## config.mk

```make
export PLATFORM = sky130hd
export DESIGN_NAME = mmr_trigger_scheduler
export DESIGN_NICKNAME = d
export VERILOG_FILES = /design/src/rtl/mmr_trigger_scheduler.sv
export SDC_FILE = /design/constraint.sdc
export NUM_CORES = 1
export LEC_CHECK = 0
export CORE_UTILIZATION = 40
export DETAILED_ROUTE_END_ITERATION = 8
export HOLD_SLACK_MARGIN = 0.15
export SYNTH_ARGS = -nofsm -noshare
export SYNTH_HDL_FRONTEND = slang
export SYNTH_SLANG_ARGS = --single-unit
```

## constraint.sdc

```tcl
create_clock -name clock -period 6.8 [get_ports clock]
set_clock_uncertainty 0.15 [all_clocks]
set_input_delay 1.36 -clock clock [delete_from_list [all_inputs] [get_ports clock]]
set_output_delay 1.36 -clock clock [all_outputs]
set_load 0.01 [all_outputs]
```

## src/rtl/mmr_trigger_scheduler.sv

```systemverilog
// Round-robin trigger scheduler: picks a pending tsr bit, offers it as a job, tracks it to completion or timeout.
// Latency: tsr sampled at edge t gives job_valid from t+1; clear/completion/timeout pulses last one cycle after their event.
// Backpressure: the job offer holds stable until job_ready; no new selection while a job is offered or running.
module mmr_trigger_scheduler #(
  parameter int WIDTH          = 8,
  parameter int TIMEOUT_CYCLES = 1024
) (
  input  logic                                   clock,
  input  logic                                   reset_n,
  input  logic                                   enable,
  input  logic [WIDTH-1:0]                       tsr,
  output logic [WIDTH-1:0]                       tsr_invpulses,
  output logic [WIDTH-1:0]                       isr_pulses,
  output logic                                   timeout_pulse,
  output logic                                   job_valid,
  input  logic                                   job_ready,
  output logic [((WIDTH > 1) ? $clog2(WIDTH) : 1)-1:0] job_id,
  input  logic                                   job_done,
  output logic                                   busy
);

  localparam int IDW = (WIDTH > 1) ? $clog2(WIDTH) : 1;
  // Counter only needs to reach TIMEOUT_CYCLES-1; it saturates when the timeout is disabled.
  localparam int CW = (TIMEOUT_CYCLES > 1) ? $clog2(TIMEOUT_CYCLES) : 1;
  localparam logic [CW-1:0]  CNT_LAST = CW'((TIMEOUT_CYCLES > 0) ? TIMEOUT_CYCLES - 1 : 0);
  localparam logic [IDW-1:0] LAST_RST = IDW'(WIDTH - 1);

  typedef enum logic [1:0] {
    IDLE  = 2'd0,
    ISSUE = 2'd1,
    RUN   = 2'd2
  } state_t;

  state_t           state, state_d;
  logic [IDW-1:0]   last_grant, last_grant_d;
  logic [IDW-1:0]   id_q, id_d;
  logic [CW-1:0]    cnt, cnt_d;
  logic [WIDTH-1:0] inv_q, inv_d;
  logic [WIDTH-1:0] isr_q, isr_d;
  logic             to_q, to_d;

  logic             pick_found;
  logic [IDW-1:0]   pick_idx;
  int               rr_cand;

  // Round-robin search: first set tsr bit starting just after the last grant, wrapping at WIDTH-1.
  always_comb begin
    pick_found = 1'b0;
    pick_idx   = '0;
    rr_cand    = 0;
    for (int i = 1; i <= WIDTH; i++) begin
      rr_cand = int'(last_grant) + i;
      if (rr_cand >= WIDTH) begin
        rr_cand = rr_cand - WIDTH;
      end
      if (!pick_found && tsr[IDW'(rr_cand)]) begin
        pick_found = 1'b1;
        pick_idx   = IDW'(rr_cand);
      end
    end
  end

  // Next-state and registered-output logic; pulses default to zero every cycle.
  always_comb begin
    state_d      = state;
    last_grant_d = last_grant;
    id_d         = id_q;
    cnt_d        = cnt;
    inv_d        = '0;
    isr_d        = '0;
    to_d         = 1'b0;
    case (state)
      IDLE: begin
        if (enable && pick_found) begin
          state_d      = ISSUE;
          id_d         = pick_idx;
          last_grant_d = pick_idx;
        end
      end
      ISSUE: begin
        if (job_ready) begin
          state_d = RUN;
          inv_d   = WIDTH'(1) << id_q;
          cnt_d   = '0;
        end
      end
      RUN: begin
        if (job_done) begin
          // Completion wins over a coincident timeout.
          state_d = IDLE;
          isr_d   = WIDTH'(1) << id_q;
        end else if ((TIMEOUT_CYCLES > 0) && (cnt == CNT_LAST)) begin
          state_d = IDLE;
          to_d    = 1'b1;
        end else if (cnt != {CW{1'b1}}) begin
          cnt_d = cnt + 1'b1;
        end
      end
      default: begin
        state_d = IDLE;
      end
    endcase
  end

  // State register; reset abandons any job without emitting pulses.
  always_ff @(posedge clock or negedge reset_n) begin
    if (!reset_n) begin
      state      <= IDLE;
      last_grant <= LAST_RST;
      id_q       <= '0;
      cnt        <= '0;
      inv_q      <= '0;
      isr_q      <= '0;
      to_q       <= 1'b0;
    end else begin
      state      <= state_d;
      last_grant <= last_grant_d;
      id_q       <= id_d;
      cnt        <= cnt_d;
      inv_q      <= inv_d;
      isr_q      <= isr_d;
      to_q       <= to_d;
    end
  end

  assign tsr_invpulses = inv_q;
  assign isr_pulses    = isr_q;
  assign timeout_pulse = to_q;
  assign job_valid     = (state == ISSUE);
  assign job_id        = id_q;
  assign busy          = (state != IDLE);

endmodule
```

Word level (Yosys, flattened, before mapping)

Index checks and enable logic that the tools add are counted.

Word-level logic and storage cells: 137
Output and inout port bits: 22
Input bits: 13
Bits in registers: 35

Reductions and logical operators: 21
Add/sub/neg operators: 17
Equality and inequality tests: 10
Shift operators: 1
Order comparisons: 16
Muxes and demuxes: 65

Operators with widths:

| kind                                                       | count |
|---|---|
| two-way mux 3 bit                                          | 16 |
| less-than comparator 3 x 5 -> 1 bit, second input constant | 8 |
| two-way mux 10 bit                                         | 4 |
| two-way mux 8 bit                                          | 4 |
| >= comparator 4 bit, second input constant                 | 7 |
| two-way mux 1 bit                                          | 27 |
| binary-select mux 1 bit (select 3 bit)                     | 8 |
| subtractor 3 x 1 -> 3 bit, second input constant           | 8 |
| case mux 10 bit (2 select lines)                           | 1 |
| adder 3 x 3 -> 4 bit, second input constant                | 4 |
| adder 10 x 1 -> 10 bit, second input constant              | 1 |
| == test 10 bit, second input constant                      | 1 |
| inequality test 10 bit, second input constant              | 1 |
| adder 3 x 2 -> 4 bit, second input constant                | 2 |
| logical AND 1 bit                                          | 8 |
| two-way mux 2 bit                                          | 4 |
| inequality test 2 bit, second input constant               | 4 |
| left shift 1 x 3 -> 8 bit, first input constant            | 1 |
| zero test 1 bit                                            | 7 |
| case mux 2 bit (3 select lines)                            | 1 |
| adder 3 x 4 -> 5 bit, second input constant                | 1 |
| >= comparator 5 x 4 -> 1 bit, second input constant        | 1 |
| AND reduction 5 bit                                        | 1 |
| adder 3 x 1 -> 4 bit, second input constant                | 1 |
| other kinds (8)                                            | 9 |

Logic depth before layout (Yosys ltp)

Depth after elaboration: 31
Depth in mapped cells: 12

Worst setup path before layout

Ideal clock, no wire load.

Path type: register -> register
From: register last_grant[0]
To: register last_grant[0]
Stages on the path, launching flop included: 12
Setup slack: 3.505 ns
Buffers on the path: 2
Arrival time: 3.072 ns
Setup time: 0.073 ns
Cell sequence: dfstp_2 -> buf_6 -> buf_6 -> inv_1 -> ha_1 -> xnor2_1 -> mux4_2 -> nor4b_4 -> nand2_2 -> o21ai_4 -> a21oi_1 -> a21oi_1

Longest elaborated chain between the ends: 30
Elaborated cells between the ends (all ways): 88

RTL lines:

| item                                                                    | RTL line | RTL |
|---|---|---|
| from (decl)                                                             | 35       | `logic [IDW-1:0] last_grant, last_grant_d;` |
| from (signal assigned)                                                  | 117      | `last_grant <= last_grant_d;` |
| adder 3 x 1 -> 4 bit                                                    | 52       | `rr_cand = int'(last_grant) + i;` |
| >= comparator 4 bit / subtractor 3 x 1 -> 3 bit (equally long branches) | 53, 54   |  |
| two-way mux 3 bit                                                       | 53       | `if (rr_cand >= WIDTH) begin` |
| binary-select mux 1 bit (select 3 bit)                                  | 56       | `if (!pick_found && tsr[IDW'(rr_cand)]) begin` |
| two-way mux 1 bit (not written as such) (2 in a row)                    | 56       |  |
| two-way mux 1 bit                                                       | 56       |  |
| zero test 1 bit                                                         | 56       |  |
| logical AND 1 bit                                                       | 56       |  |
| [... 13 more ...]                                                       | -        |  |
| zero test 1 bit                                                         | 56       |  |
| logical AND 1 bit                                                       | 56       |  |
| two-way mux 1 bit                                                       | 56       |  |
| zero test 1 bit                                                         | 56       |  |
| logical AND 1 bit                                                       | 56       |  |
| two-way mux 1 bit                                                       | 56       |  |
| logical AND 1 bit                                                       | 74       | `if (enable && pick_found) begin` |
| AND reduction 2 bit (no line)                                           | -        |  |

Parallel ways exist; a longest one is shown, timed or not. The select of a mux whose other input is x is not followed.
A chain may end at the register's enable or synchronous reset.

Final worst setup path

Ends and elaborated chain as after synthesis.

==> run metrics <==
Clock Tree Root clkbuf_8; placed cells 336; dominant cells by area after synthesis dfrtp_1, mux4_1, mux2i_1, nand2_1, o21ai_0; I/O pin cnt 35; TritonCTS clock tree built; Worst Hold Class reg2reg; port bufs 34; hpwl dp 3820 microns; global-route wire length before repair a little over 8000 microns; Synth Area in Compound Gates between 10 and 15%; total wire length just over 5000 microns; layout cells sized above 1 between 10 and 15%; sequential fraction of the synthesis area about two fifths; Top cell by count, worst path a21oi_1; clk buf depth 2; CTS resizes 0; Post-synth top cells dfrtp_1, nand2_1, nor2_1; CTS buffer count 5; Worst R2R Path Depth 9; Synth Register Bits 35; Tot GR Track Use 17.1%; Mapped Area 2310 sq um; CP Class reg2reg; Crit-path slowest cell dfstp_2; count of cell types in the netlist 51; Via density 5.58; Avg WL per Cell 14.8 microns; Setup crit end kind register; number of enable flip-flop cells after synthesis 0; XOR/XNOR Fraction of Synth Area 2.65%; Synth area leader dfrtp_1; vias in the first global route 1,757; Initial Utilization 41.8%; routing usage on met1 24.6%; GP Congestion around 0.83; post-layout min period 3820 ps; row count 27; Final period util a little under three fifths; Pleak 1.19 nW; post-layout utilization of the core about half; Placed Area about 2700 sq um; area grow syn2layout 21.4%; Slew headroom 38.9%; max-cap check violation count 0; Final Slew Violations 0; grt total ovfl 0; largest net degree at the start of global routing 36; Final Hold Viols 0; clock sink total 35; Critical Path RT 6870 ps; PD cells 432 nW/um^2; worst slew pin tran 910 ps; cell with the most instances after synthesis dfrtp_1; Synth top area share between 30 and 40%; Clock Pin Slew Worst Setup and Hold Paths 80 ps; simple-gate share of the synthesized area between 15 and 20%; Yosys warning total 0; Core ar. about 5500 sq um; Die Wd 78.1 microns; met2 Track Usage GR 26.5%; final-stage net count 287; Antenna Violating Nets Remaining 0; global route hottest layer met2; total power 1.21 mW; final instance area around 2800 sq um; Worst-Skew Late Latency ~280 ps; Mapped Nets about 250; pre-CTS WS ~2800 ps; 1st-iter DRT viols about 150; # diodes 0; routed vias around 1,900; Worst Setup Start Kind register; full die area 6090 sq um; Filler cells 521; peak fanout along the critical path 22; hold depth 2; # setup viols final 0; ys flop type dfrtp_1; Synth async-reset ratio 100%; Syn Inst Count 237; hold buffer count at CTS 0; Synth Area per Inst ~10 sq um; total number of H-tree levels 2; largest family of logic cells by synthesized area multiplexers; Post-Synth Adder-Cell Area 1.62%; Post-CTS Setup Repair Bufs 0; Layout Cells excl Fill 344; die outline height approximately 78 microns; GR Util met3 around 3.4%; drt drc 0; RSZ-0062 raised after global routing no; status finished clean; Final Worst Setup Slack 2980 ps; mux cell area share after synthesis approximately a fifth; initial antenna violation count 0; worst hold slack 429 ps; CP peak stage delay 880 ps; 1st-pass router iterations 4; f_max 0.262 GHz; worst vdd ir 0.183 mV; worst-path cell chain inv_1 > ha_1 > xnor2_1 > mux4_2 > nor4b_4 > nand2_2 > o21ai_4 > a21oi_1 > a21oi_1; Data arrival, critical path 3880 ps; Post-Route Setup TNS 0 ps
critical path, delay by kind of cell, from the launching register on:
| kind | cells | cell delay (ps) |
|---|---|---|
| flip-flops | 1 | 880 |
| AO/OA/AOI/OAI | 3 | 480 |
| AND/OR/NAND/NOR | 2 | 550 |
| XOR/XNOR | 1 | 740 |
| adder cells (fa/ha/maj) | 1 | 320 |
| buffers and inverters | 1 | 140 |
| multiplexers | 1 | 480 |
routing by layer:
layer	vias up	part of all wire (%)
met5	-	0
met4	0	0.49
met3	4	5.2
met2	49	46
met1	922	48
li1	945	-
cell usage in the layout, fill, tap and decap left out, types with 2 or more instances in the layout:
cell type and n:
a211oi_1 2, a21boi_0 2, a21oi_1 11, a221oi_1 2, and2_1 3, clkbuf_8 5, clkdlybuf4s50_1 34, dfrtp_1 32
dfstp_2 3, ha_1 3, inv_1 11, mux2_2 5, mux2_4 2, mux2i_1 15, mux4_1 6, mux4_2 3
nand2_1 28, nand3_1 4, nand4_1 2, nor2_1 23, nor3_1 12, nor3b_1 2, o211ai_1 4, o21ai_0 18
o221ai_1 2, o22ai_1 2, or2_2 2, or3_1 4, xnor2_1 4, xor2_1 3
flip-flops by register name, summed over array words and instances, names as in the netlist:
signal         flops
job_id             3
isr_pulses         8
timeout_pulse      1
tsr_invpulses      8
cnt               10
state              2
last_grant         3
kinds of logic after synthesis:
kind of cell / after synthesis
AND/OR/NAND/NOR: 90
AO/OA/AOI/OAI: 51
flip-flops: 35
multiplexers: 31
buffers and inverters: 20
XOR/XNOR: 7
adder cells (fa/ha/maj): 3
area by class of cell:
cell class	count	area [sq um]	area share (%)
Multi-Input combinational cell	182	1340	47.5
Clock inverter	3	43.8	1.56
Clock buffer	5	68.8	2.45
Sequential cell	35	880	31.3
Inverter	12	45.0	1.60
Timing Repair Buffer	35	348	12.4
Tap cell	72	90.1	3.21
final timing paths:
path	startpoint	to	slack, ps
max	last_grant[0]	last_grant[0]	2980
min	cnt[6]	cnt[6]	430
max reg2reg	last_grant[0]	last_grant[0]	2980
min reg2reg	cnt[6]	cnt[6]	430
max in group asynchronous	reset_n	last_grant[1]	4840
min in group asynchronous	reset_n	cnt[1]	1330
power by group:
part	total, mW	internal, mW	switching [mW]	leakage, nW
sequential	0.334	0.251	0.0832	0.468
clock	0.182	0.109	0.0730	0.0581
combinational	0.696	0.317	0.379	0.664
Note: power is estimated with default switching activity, not from simulation.
